$ cat src/rtl/perf_counter_unit_pkg.sv
// Shared types and constants for the performance-counter block and the cpu decode.
// Counter indices, map addresses and the saturating increment live here.
package perf_counter_unit_pkg;

   typedef logic [3:0] lc3b_opcode;
   typedef logic [3:0] lc3b_perf_idx;

   localparam lc3b_opcode  OP_BR        = 4'b0000;
   localparam lc3b_opcode  OP_ADD       = 4'b0001;

   localparam logic [15:0] PERF_BASE    = 16'hFFE0;
   localparam logic [15:0] PERF_CTRL    = 16'hFFFE;
   localparam int          PERF_NUM_CNT = 10;

   typedef enum lc3b_perf_idx {
      CTR_CYCLES   = 4'd0,
      CTR_RETIRED  = 4'd1,
      CTR_BRANCHES = 4'd2,
      CTR_TAKEN    = 4'd3,
      CTR_I_HIT    = 4'd4,
      CTR_I_MISS   = 4'd5,
      CTR_I_STALL  = 4'd6,
      CTR_D_HIT    = 4'd7,
      CTR_D_MISS   = 4'd8,
      CTR_D_STALL  = 4'd9
   } perf_ctr_e;

   typedef enum logic {
      EV_IDLE = 1'b0,
      EV_WAIT = 1'b1
   } ev_state_e;

   function automatic logic [15:0] sat_inc(input logic [15:0] v);
      return (v == 16'hFFFF) ? v : v + 16'd1;
   endfunction

endpackage

$ cat src/rtl/perf_counter_unit_if.sv
// Load/store path between the cpu MEM stage and the counter register space.
interface perf_counter_unit_if;
   logic [15:0] address;
   logic        counter_read;
   logic        counter_write;
   logic [15:0] wdata;
   logic [15:0] counter_data;

   modport master (
      output address, counter_read, counter_write, wdata,
      input  counter_data
   );

   modport slave (
      input  address, counter_read, counter_write, wdata,
      output counter_data
   );
endinterface

$ cat src/rtl/perf_counter_unit_cache_event_fsm.sv
// Classifies one cache port's requests into hit (answered immediately) or miss
// (answered after waiting); requests dropped while waiting produce nothing.
module cache_event_fsm
   import perf_counter_unit_pkg::*;
(
   input  logic clk,
   input  logic rst,
   input  logic req,
   input  logic resp,
   output logic hit,
   output logic miss
);

   ev_state_e state_reg, state_next;

   always_ff @(posedge clk or posedge rst) begin
      if (rst) state_reg <= EV_IDLE;
      else     state_reg <= state_next;
   end

   always_comb begin
      state_next = state_reg;
      hit        = 1'b0;
      miss       = 1'b0;
      unique case (state_reg)
         EV_IDLE: begin
            if (req && resp)  hit        = 1'b1;
            else if (req)     state_next = EV_WAIT;
         end
         EV_WAIT: begin
            // A response wins over a request that drops in the same cycle.
            if (resp) begin
               miss       = 1'b1;
               state_next = EV_IDLE;
            end else if (!req) begin
               state_next = EV_IDLE;
            end
         end
         default: state_next = EV_IDLE;
      endcase
   end

endmodule

$ cat src/rtl/perf_counter_unit.sv
// Memory-mapped saturating event counters beside the MEM stage, plus an
// enable/clear control register; reads return the pre-update value.
module perf_counter_unit
   import perf_counter_unit_pkg::*;
#(
   parameter logic [15:0] BASE_ADDR = PERF_BASE,
   parameter logic [15:0] CTRL_ADDR = PERF_CTRL,
   parameter int          NUM_CNT   = PERF_NUM_CNT
)(
   input  logic                 clk,
   input  logic                 rst,
   perf_counter_unit_if.slave   bus,
   input  lc3b_opcode           mem_opcode,
   input  logic                 is_nop,
   input  logic                 pipe_advance,
   input  logic                 branch_enable,
   input  logic                 icache_read,
   input  logic                 resp_a,
   input  logic                 dcache_read,
   input  logic                 dcache_write,
   input  logic                 resp_b
);

   logic               en_reg;
   logic [NUM_CNT-1:0] ev;
   logic [15:0]        cnt_val [NUM_CNT];
   logic [14:0]        word_off;
   logic               sel_cnt, sel_ctrl;
   logic               wr_cnt, clr_wr;
   logic               i_hit, i_miss, d_hit, d_miss;
   logic [15:0]        rd_data;
   logic               unused_addr_lsb;

   assign unused_addr_lsb = bus.address[0];

   // Byte address bit 0 is dropped; an address below the base wraps to a
   // large offset and falls out of range.
   assign word_off = bus.address[15:1] - BASE_ADDR[15:1];
   assign sel_cnt  = (word_off < 15'(NUM_CNT));
   assign sel_ctrl = (bus.address[15:1] == CTRL_ADDR[15:1]);
   assign wr_cnt   = bus.counter_write && sel_cnt;
   assign clr_wr   = bus.counter_write && sel_ctrl && bus.wdata[1];

   cache_event_fsm u_i_fsm (
      .clk  (clk),
      .rst  (rst),
      .req  (icache_read),
      .resp (resp_a),
      .hit  (i_hit),
      .miss (i_miss)
   );

   cache_event_fsm u_d_fsm (
      .clk  (clk),
      .rst  (rst),
      .req  (dcache_read | dcache_write),
      .resp (resp_b),
      .hit  (d_hit),
      .miss (d_miss)
   );

   always_comb begin
      ev               = '0;
      ev[CTR_CYCLES]   = 1'b1;
      ev[CTR_RETIRED]  = pipe_advance && !is_nop;
      ev[CTR_BRANCHES] = pipe_advance && !is_nop && (mem_opcode == OP_BR);
      ev[CTR_TAKEN]    = pipe_advance && !is_nop && (mem_opcode == OP_BR) && branch_enable;
      ev[CTR_I_HIT]    = i_hit;
      ev[CTR_I_MISS]   = i_miss;
      ev[CTR_I_STALL]  = icache_read && !resp_a;
      ev[CTR_D_HIT]    = d_hit;
      ev[CTR_D_MISS]   = d_miss;
      ev[CTR_D_STALL]  = (dcache_read || dcache_write) && !resp_b;
   end

   always_ff @(posedge clk or posedge rst) begin
      if (rst)                                   en_reg <= 1'b1;
      else if (bus.counter_write && sel_ctrl)    en_reg <= bus.wdata[0];
   end

   genvar gi;
   generate
      for (gi = 0; gi < NUM_CNT; gi++) begin : gen_cnt
         logic [15:0] cnt_reg, cnt_next;
         logic        wr_hit;

         assign wr_hit = wr_cnt && (word_off == 15'(gi));

         // Clear beats a load, and a load beats this counter's own increment.
         always_comb begin
            cnt_next = cnt_reg;
            if (clr_wr)                  cnt_next = '0;
            else if (wr_hit)             cnt_next = bus.wdata;
            else if (en_reg && ev[gi])   cnt_next = sat_inc(cnt_reg);
         end

         always_ff @(posedge clk or posedge rst) begin
            if (rst) cnt_reg <= '0;
            else     cnt_reg <= cnt_next;
         end

         assign cnt_val[gi] = cnt_reg;
      end
   endgenerate

   always_comb begin
      rd_data = '0;
      if (bus.counter_read) begin
         if (sel_ctrl) rd_data = {15'd0, en_reg};
         for (int i = 0; i < NUM_CNT; i++) begin
            if (sel_cnt && (word_off == 15'(i))) rd_data = cnt_val[i];
         end
      end
   end

   // Held at zero during reset regardless of address, even though en resets to 1.
   assign bus.counter_data = rst ? 16'h0000 : rd_data;

endmodule
$ cat src/flat_wrapper.sv
// flat-port wrapper written by rule: the top's interface ports become plain ports
module perf_counter_unit_flat import perf_counter_unit_pkg::*;
#(
   parameter logic [15:0] BASE_ADDR = PERF_BASE,
   parameter logic [15:0] CTRL_ADDR = PERF_CTRL,
   parameter int          NUM_CNT   = PERF_NUM_CNT
)
  (clk, rst, mem_opcode, is_nop, pipe_advance, branch_enable, icache_read, resp_a, dcache_read, dcache_write, resp_b, bus_address, bus_counter_read, bus_counter_write, bus_wdata, bus_counter_data);
  perf_counter_unit_if bus_i ();
  input  logic clk;
  input  logic rst;
  input  lc3b_opcode mem_opcode;
  input  logic is_nop;
  input  logic pipe_advance;
  input  logic branch_enable;
  input  logic icache_read;
  input  logic resp_a;
  input  logic dcache_read;
  input  logic dcache_write;
  input  logic resp_b;
  input wire logic [$bits(bus_i.address)-1:0] bus_address;
  input wire logic [$bits(bus_i.counter_read)-1:0] bus_counter_read;
  input wire logic [$bits(bus_i.counter_write)-1:0] bus_counter_write;
  input wire logic [$bits(bus_i.wdata)-1:0] bus_wdata;
  output wire logic [$bits(bus_i.counter_data)-1:0] bus_counter_data;
  assign bus_i.address = bus_address;
  assign bus_i.counter_read = bus_counter_read;
  assign bus_i.counter_write = bus_counter_write;
  assign bus_i.wdata = bus_wdata;
  assign bus_counter_data = bus_i.counter_data;
  perf_counter_unit #(.BASE_ADDR(BASE_ADDR), .CTRL_ADDR(CTRL_ADDR), .NUM_CNT(NUM_CNT)) u_core (.clk(clk), .rst(rst), .bus(bus_i), .mem_opcode(mem_opcode), .is_nop(is_nop), .pipe_advance(pipe_advance), .branch_enable(branch_enable), .icache_read(icache_read), .resp_a(resp_a), .dcache_read(dcache_read), .dcache_write(dcache_write), .resp_b(resp_b));
endmodule
$ cat config.mk
export PLATFORM = sky130hd
export DESIGN_NAME = perf_counter_unit_flat
export DESIGN_NICKNAME = d
export VERILOG_FILES = /design/src/rtl/perf_counter_unit_pkg.sv /design/src/rtl/perf_counter_unit_if.sv /design/src/rtl/perf_counter_unit_cache_event_fsm.sv /design/src/rtl/perf_counter_unit.sv /design/src/flat_wrapper.sv
export SDC_FILE = /design/constraint.sdc
export NUM_CORES = 1
export LEC_CHECK = 0
export BUFFER_PORTS_ARGS = -buffer_cell sky130_fd_sc_hd__buf_2
export CORE_ASPECT_RATIO = 0.75
export CORE_MARGIN = 4
export CORE_UTILIZATION = 63
export DETAILED_ROUTE_END_ITERATION = 6
export HOLD_SLACK_MARGIN = 0.03
export PLACE_DENSITY = 0.92
export SLEW_MARGIN = 30
export SYNTH_ARGS = -nofsm -noshare
export SYNTH_HDL_FRONTEND = slang
export SYNTH_HIERARCHICAL = 1
export SYNTH_SLANG_ARGS = --single-unit
$ cat constraint.sdc
create_clock -name clk -period 5.37 [get_ports clk]
set_clock_uncertainty 0.15 [all_clocks]
set_input_delay 0.2685 -clock clk [delete_from_list [all_inputs] [get_ports clk]]
set_output_delay 0.2685 -clock clk [all_outputs]
set_load 0.005 [all_outputs]
* Word level (Yosys, flattened, before mapping)
Index checks and enable logic that the tools add are counted.
** Word-level totals
- Register bits after elaboration :: 163
- Latch bits :: 0
- Bits in writable memories :: 0
- ROM bits :: 0
- Input port bits :: 48
- Output and inout port bits :: 16
- Logic and storage cells :: 192
- Memories :: 0
** Cells by class
- Add/sub/neg operators :: 11
- $mul :: 0
- Div/mod/pow operators :: 0
- $lt $le $gt $ge :: 1
- Equality and inequality tests :: 30
- Shift operators :: 0
- Mux-type cells :: 69
- Bitwise operators :: 3
- Reduce and logical (&&, ||, !) cells :: 65
** Operators by type and width (number)
- $mux W16 :: 52
- $add A16 B1 Y16 const B :: 10
- $eq A16 B16 Y1 const B :: 10
- $eq A15 B3 Y1 const B :: 4
- $logic_and A1 B1 Y1 :: 39
- $eq A15 B2 Y1 const B :: 2
- $eq A15 B4 Y1 const B :: 2
- $ne A3 B1 Y1 const B :: 10
- $reduce_bool A3 Y1 :: 10
- $reduce_and A2 Y1 :: 10
- $eq A15 B1 Y1 const B :: 1
- $eq A15 B15 Y1 const B :: 1
- $logic_not A15 Y1 :: 1
- $lt A15 B4 Y1 const B :: 1
- $mux W1 :: 15
- $sub A15 B15 Y15 const B :: 1
- $logic_not A4 Y1 :: 1
- $pmux W1 S2 :: 2
- $logic_not A1 Y1 :: 3
- $not A1 Y1 :: 2
- $logic_or A1 B1 Y1 :: 1
- $or A1 B1 Y1 :: 1

* Longest topological paths before layout
- Depth in word-level cells :: 15
- Mapped depth :: 11

* By module
The synthesis kept the hierarchy.
** Modules (own cells, without submodules)
- perf_counter_unit :: times used 1, cells an instance 1396, area an instance 11790.1 µm², seq. area each 4030.1 µm²
- cache_event_fsm :: times used 2, cells an instance 5, area an instance 55.1 µm², seq. area each 25.0 µm²

* Worst setup path after synthesis
Ideal clock, no wire load.
- Path kind :: input port to output port
- Start :: input port bus_address[5]
- End :: output port bus_counter_data[13]
- Data arrival time :: 2466 ps
- Data required time :: 4952 ps
- Slack :: 2486 ps
- Stages on the path :: 10
- Path buffers :: 2
- Path through :: ha_1 > and3_2 > nand2_2 > or3_1 > buf_2 > a2111oi_4 > nand2_1 > clkbuf_1 > o21ai_0 > a311oi_1
** Between the ends
- Cells in the longest elaborated chain, start to end :: 15
- Elaborated cells between the ends (all ways) :: 34
** RTL lines
- start: declaration :: RTL line flat_wrapper.sv:21 : input wire logic [$bits(bus_i.address)-1:0] bus_address;
- $sub A15 B15 Y15 * :: RTL line perf_counter_unit.sv:38 : assign word_off = bus.address[15:1] - BASE_ADDR[15:1];
- $lt A15 B4 Y1 / $logic_not A15 Y1 (equally long branches) :: RTL line perf_counter_unit.sv:39, perf_counter_unit.sv:111
- $logic_and A1 B1 Y1 :: RTL line perf_counter_unit.sv:111 : if (sel_cnt && (word_off == 15'(i))) rd_data = cnt_val[i];
- $mux W16 (9 in a row) :: RTL line perf_counter_unit.sv:111
- $mux W16 * :: RTL line perf_counter_unit.sv:111
- $mux W16 * :: RTL line perf_counter_unit.sv:108 : if (bus.counter_read) begin
- $mux W16 * :: RTL line perf_counter_unit.sv:117 : assign bus.counter_data = rst ? 16'h0000 : rd_data;
- end: declaration :: RTL line flat_wrapper.sv:25 : output wire logic [$bits(bus_i.counter_data)-1:0] bus_counter_data;
Mark *: on every way between the ends. The rest lies on a longest branch, timed or not.

* Worst setup path after layout
- Start :: input port bus_address[5]
- End :: output port bus_counter_data[11]
Same word-level chain as after synthesis.

==> summary.txt <==
Clocking
  – CTS sink count: 163
  – H-tree depth: 4
  – Clk root buf: clkbuf_16
  – Total CTS buffers: 17
  – Max Root-Sink Buffers: 2
  – TritonCTS clock tree: built
  – Clock-pin slew on the worst setup and hold paths: 0.07 ns
  – Clk_lat worst skew: 0.45 ns

Place
  – Routability Congestion: 1.080
  – Dpl cells: 1632
  – Placed inst area: 12260 um^2
  – Number of port buffers: 62
  – Post-DP HPWL: 26690 um

Synthesis
  – Post-Syn Instances: 1406
  – Netlist Area Pre-Place: 11900 um^2
  – EDFF count, synth: 0
  – Syn. warnings: 6
  – Mapped Nets: 1465
  – Unique masters post-synth: 73
  – Synth Flop Type: dfrtp_1
  – Post-synthesis sequential area ratio: 34.29%
  – Yosys reg bits: 163
  – Asr flop ratio synth: 100.0%
  – Avg Synthesized Cell Area: 8.464 um^2

Floorplan
  – Starting Density: 64.30%
  – Num rows: 43
  – Die Width: 166.7 um
  – I/O pin cnt: 64
  – Full die area: 21180 um^2
  – Die H: 127.0 um
  – Core Region: 18510 um^2

Worst setup path
  – CP bufs+invs: 3
  – Crit. End Element: output pin
  – FF-to-FF setup slack: 2.24 ns
  – Slowest stage delay, CP: 0.65 ns
  – Crit path kind: in -> out
  – CP Depth: 11
  – CP Data Required Time: 4.95 ns
  – Crit start category: input port
  – Top Family by Delay on Critical Path: compound AO/OA/AOI/OAI gates
  – R2r startpoint: u_core/en_reg$_DFFE_PP1P_
  – CP Capture Point: bus_counter_data[11]
  – CP Launch Point: bus_address[5]
  – Critical Path, Cell by Cell: buf_2, ha_1, and3_2, a311oi_1, a31oi_1, a2111oi_4, buf_4, nand2_1, o21ai_0, a311oi_1, buf_2
  – Slowest cell on the critical path: o21ai_0
  – Worst EP arrival: 3.51 ns
  – Worst reg-to-reg path cell count: 7
  – Critical path peak fanout: 13
  – Worst R2R End: u_core/gen_cnt[3].cnt_reg[13]$_DFFE_PP0P_

Global route
  – Initial antenna violation count: 0
  – GRT overflow: 0
  – Largest net degree at the start of global routing: 112
  – First-pass GRT wire length: 61020 um
  – Number of global-route vias before repair: 10710
  – Total track usage: 36.84%

Worst hold path
  – Min-delay worst type: in -> reg

Timing
  – Slew Viols, Final: 0
  – Worst-Margin Slew: 0.9331 ns
  – Post-route minimum period: 3.933 ns
  – Fmax: 254.3 MHz
  – Final hold vios: 0
  – Setup Viol. Count Final: 0
  – RSZ-0062 raised after global routing: false
  – Slew margin rel.: 37.42%
  – Hold Slack: 0.1343 ns
  – Setup tns final: 0 ns
  – Final Cycle Share: 73.23%

Route
  – Routed vias/inst: 7.096
  – Drt wl/cell: 23.93 um
  – Drt pass-1 iters: 7
  – WL final: 39960 um
  – Vias: 11850
  – DR iter-0 viols: 2208
  – Post-DRT Antenna Nets: 0
  – DRC viols: 1

Cells and area
  – Commonest non-fill, non-tap cell in the layout: nor2_1
  – Largest register FFs: 160
  – Fillers: 1451
  – Final non-filler cell total: 1670
  – Most frequent cells in the layout: nor2_1, dfrtp_1, nand2_1
  – Total Nets Final: 1469
  – Synth-to-Final Area Change: 8.821%
  – Share of layout cells above drive strength 1: 11.10%
  – Final Cell Area: 12950 um^2
  – Fin util: 69.97%
  – N_diodes: 0

Run status
  – Status: finished, violations left
  – Failing checks: DRC

Power
  – VDD IR max: 0.2004 mV
  – P per Cell Area: 208.5 nW/um^2
  – P_leak: 5.846 nW

Flow run
  – Max-cap viol count: 0
-- layout make-up --
cell class	count	area, um^2	area share [%]
Multi-Input combinational cell	1124	7375	56.95
Sequential cell	163	4080	31.51
Timing Repair Buffer	84	503.0	3.884
Clock buffer	18	429.2	3.314
Tap cell	247	309.0	2.386
Clock inverter	14	171.4	1.324
Inverter	20	82.58	0.6377
-- report_power, final --
| group | internal (mW) | switching, mW |
|---|---|---|
| registers | 1.23 | 0.00245 |
| clock network | 0.699 | 0.570 |
| logic | 0.0485 | 0.151 |
-- layer usage --
| metal | vias to the layer above | GRT usage, % | wire, um |
|---|---|---|---|
| met1 | 5615 | 53.69 | 15760 |
| met2 | 966 | 51.68 | 16320 |
| met5 | - | 0 | 56 |
| met4 | 2 | 12.51 | 1557 |
| li1 | 5087 | - | - |
| met3 | 181 | 12.47 | 6267 |
-- Yosys cell counts, types with 4 or more instances --
cell type,number,area (um^2)
o21ai_0,82,410.4
nor3b_1,5,37.54
xnor2_1,79,691.9
mux2_2,5,56.30
mux2i_1,89,890.9
nand4_1,40,250.2
nand2b_1,5,31.28
ha_1,11,137.6
buf_2,7,35.03
and2_1,4,25.02
inv_1,20,75.07
clkbuf_1,80,300.3
xor2_1,72,630.6
a22oi_1,8,60.06
nand2_1,96,360.4
a31oi_1,10,62.56
and4_1,22,192.7
o31ai_1,5,37.54
or3_1,4,25.02
nor2b_1,12,75.07
a311oi_1,9,78.83
dfrtp_1,162,4054
nor3_1,34,170.2
o22ai_1,4,25.02
and3_1,28,175.2
o211a_1,4,40.04
mux4_2,10,225.2
a32oi_1,5,43.79
a211oi_1,54,405.4
nor4_1,13,81.33
buf_1,7,26.28
nand3_1,80,400.4
o211ai_1,21,157.7
nor2_1,208,780.8
a21oi_1,53,265.3
-- timing repair --
action	4_1_cts	5_1_grt
resized for setup	0	0
hold buffers	5	1
hold endpoints to repair	114	1
setup buffers	0	0
-- tightest hold or removal path: stages --
cell	delay, ns
buf_2	0.22
nor2_1	0.14
a211oi_1	0.05
-- through the flow --
stage	power [mW]	setup WS, ns
after global routing	2.769	1.369
after CTS	2.690	1.657
after detailed placement	1.440	1.281
after floorplan	1.360	0.6049
after global placement	1.435	1.487
final	2.701	1.437
-- worst min path at each step --
stage	end	startpoint	depth (start not counted)	slack (ns)
final	u_core/gen_cnt[0].cnt_reg[4]$_DFFE_PP0P_	bus_wdata[4]	3	0.13
after global routing	u_core/gen_cnt[0].cnt_reg[4]$_DFFE_PP0P_	bus_wdata[4]	3	0.13
after CTS	u_core/u_d_fsm/state_reg$_DFF_PP0_	resp_b	2	0.03
after detailed placement	u_core/u_i_fsm/state_reg$_DFF_PP0_	rst	2	0.04
after global placement	u_core/u_i_fsm/state_reg$_DFF_PP0_	rst	2	0.01
after floorplan	u_core/u_d_fsm/state_reg$_DFF_PP0_	rst	1	-0.15
-- kinds of logic after synthesis --
family | count (synthesis) | share of synthesized area [%]
AO/OA/AOI/OAI | 281 | 15.67
XOR/XNOR | 151 | 11.11
adder cells (fa/ha/maj) | 11 | 1.157
buffers and inverters | 119 | 4.079
flip-flops | 163 | 34.29
multiplexers | 104 | 9.852
AND/OR/NAND/NOR | 577 | 23.85
Power figures use the tool's default switching activity.
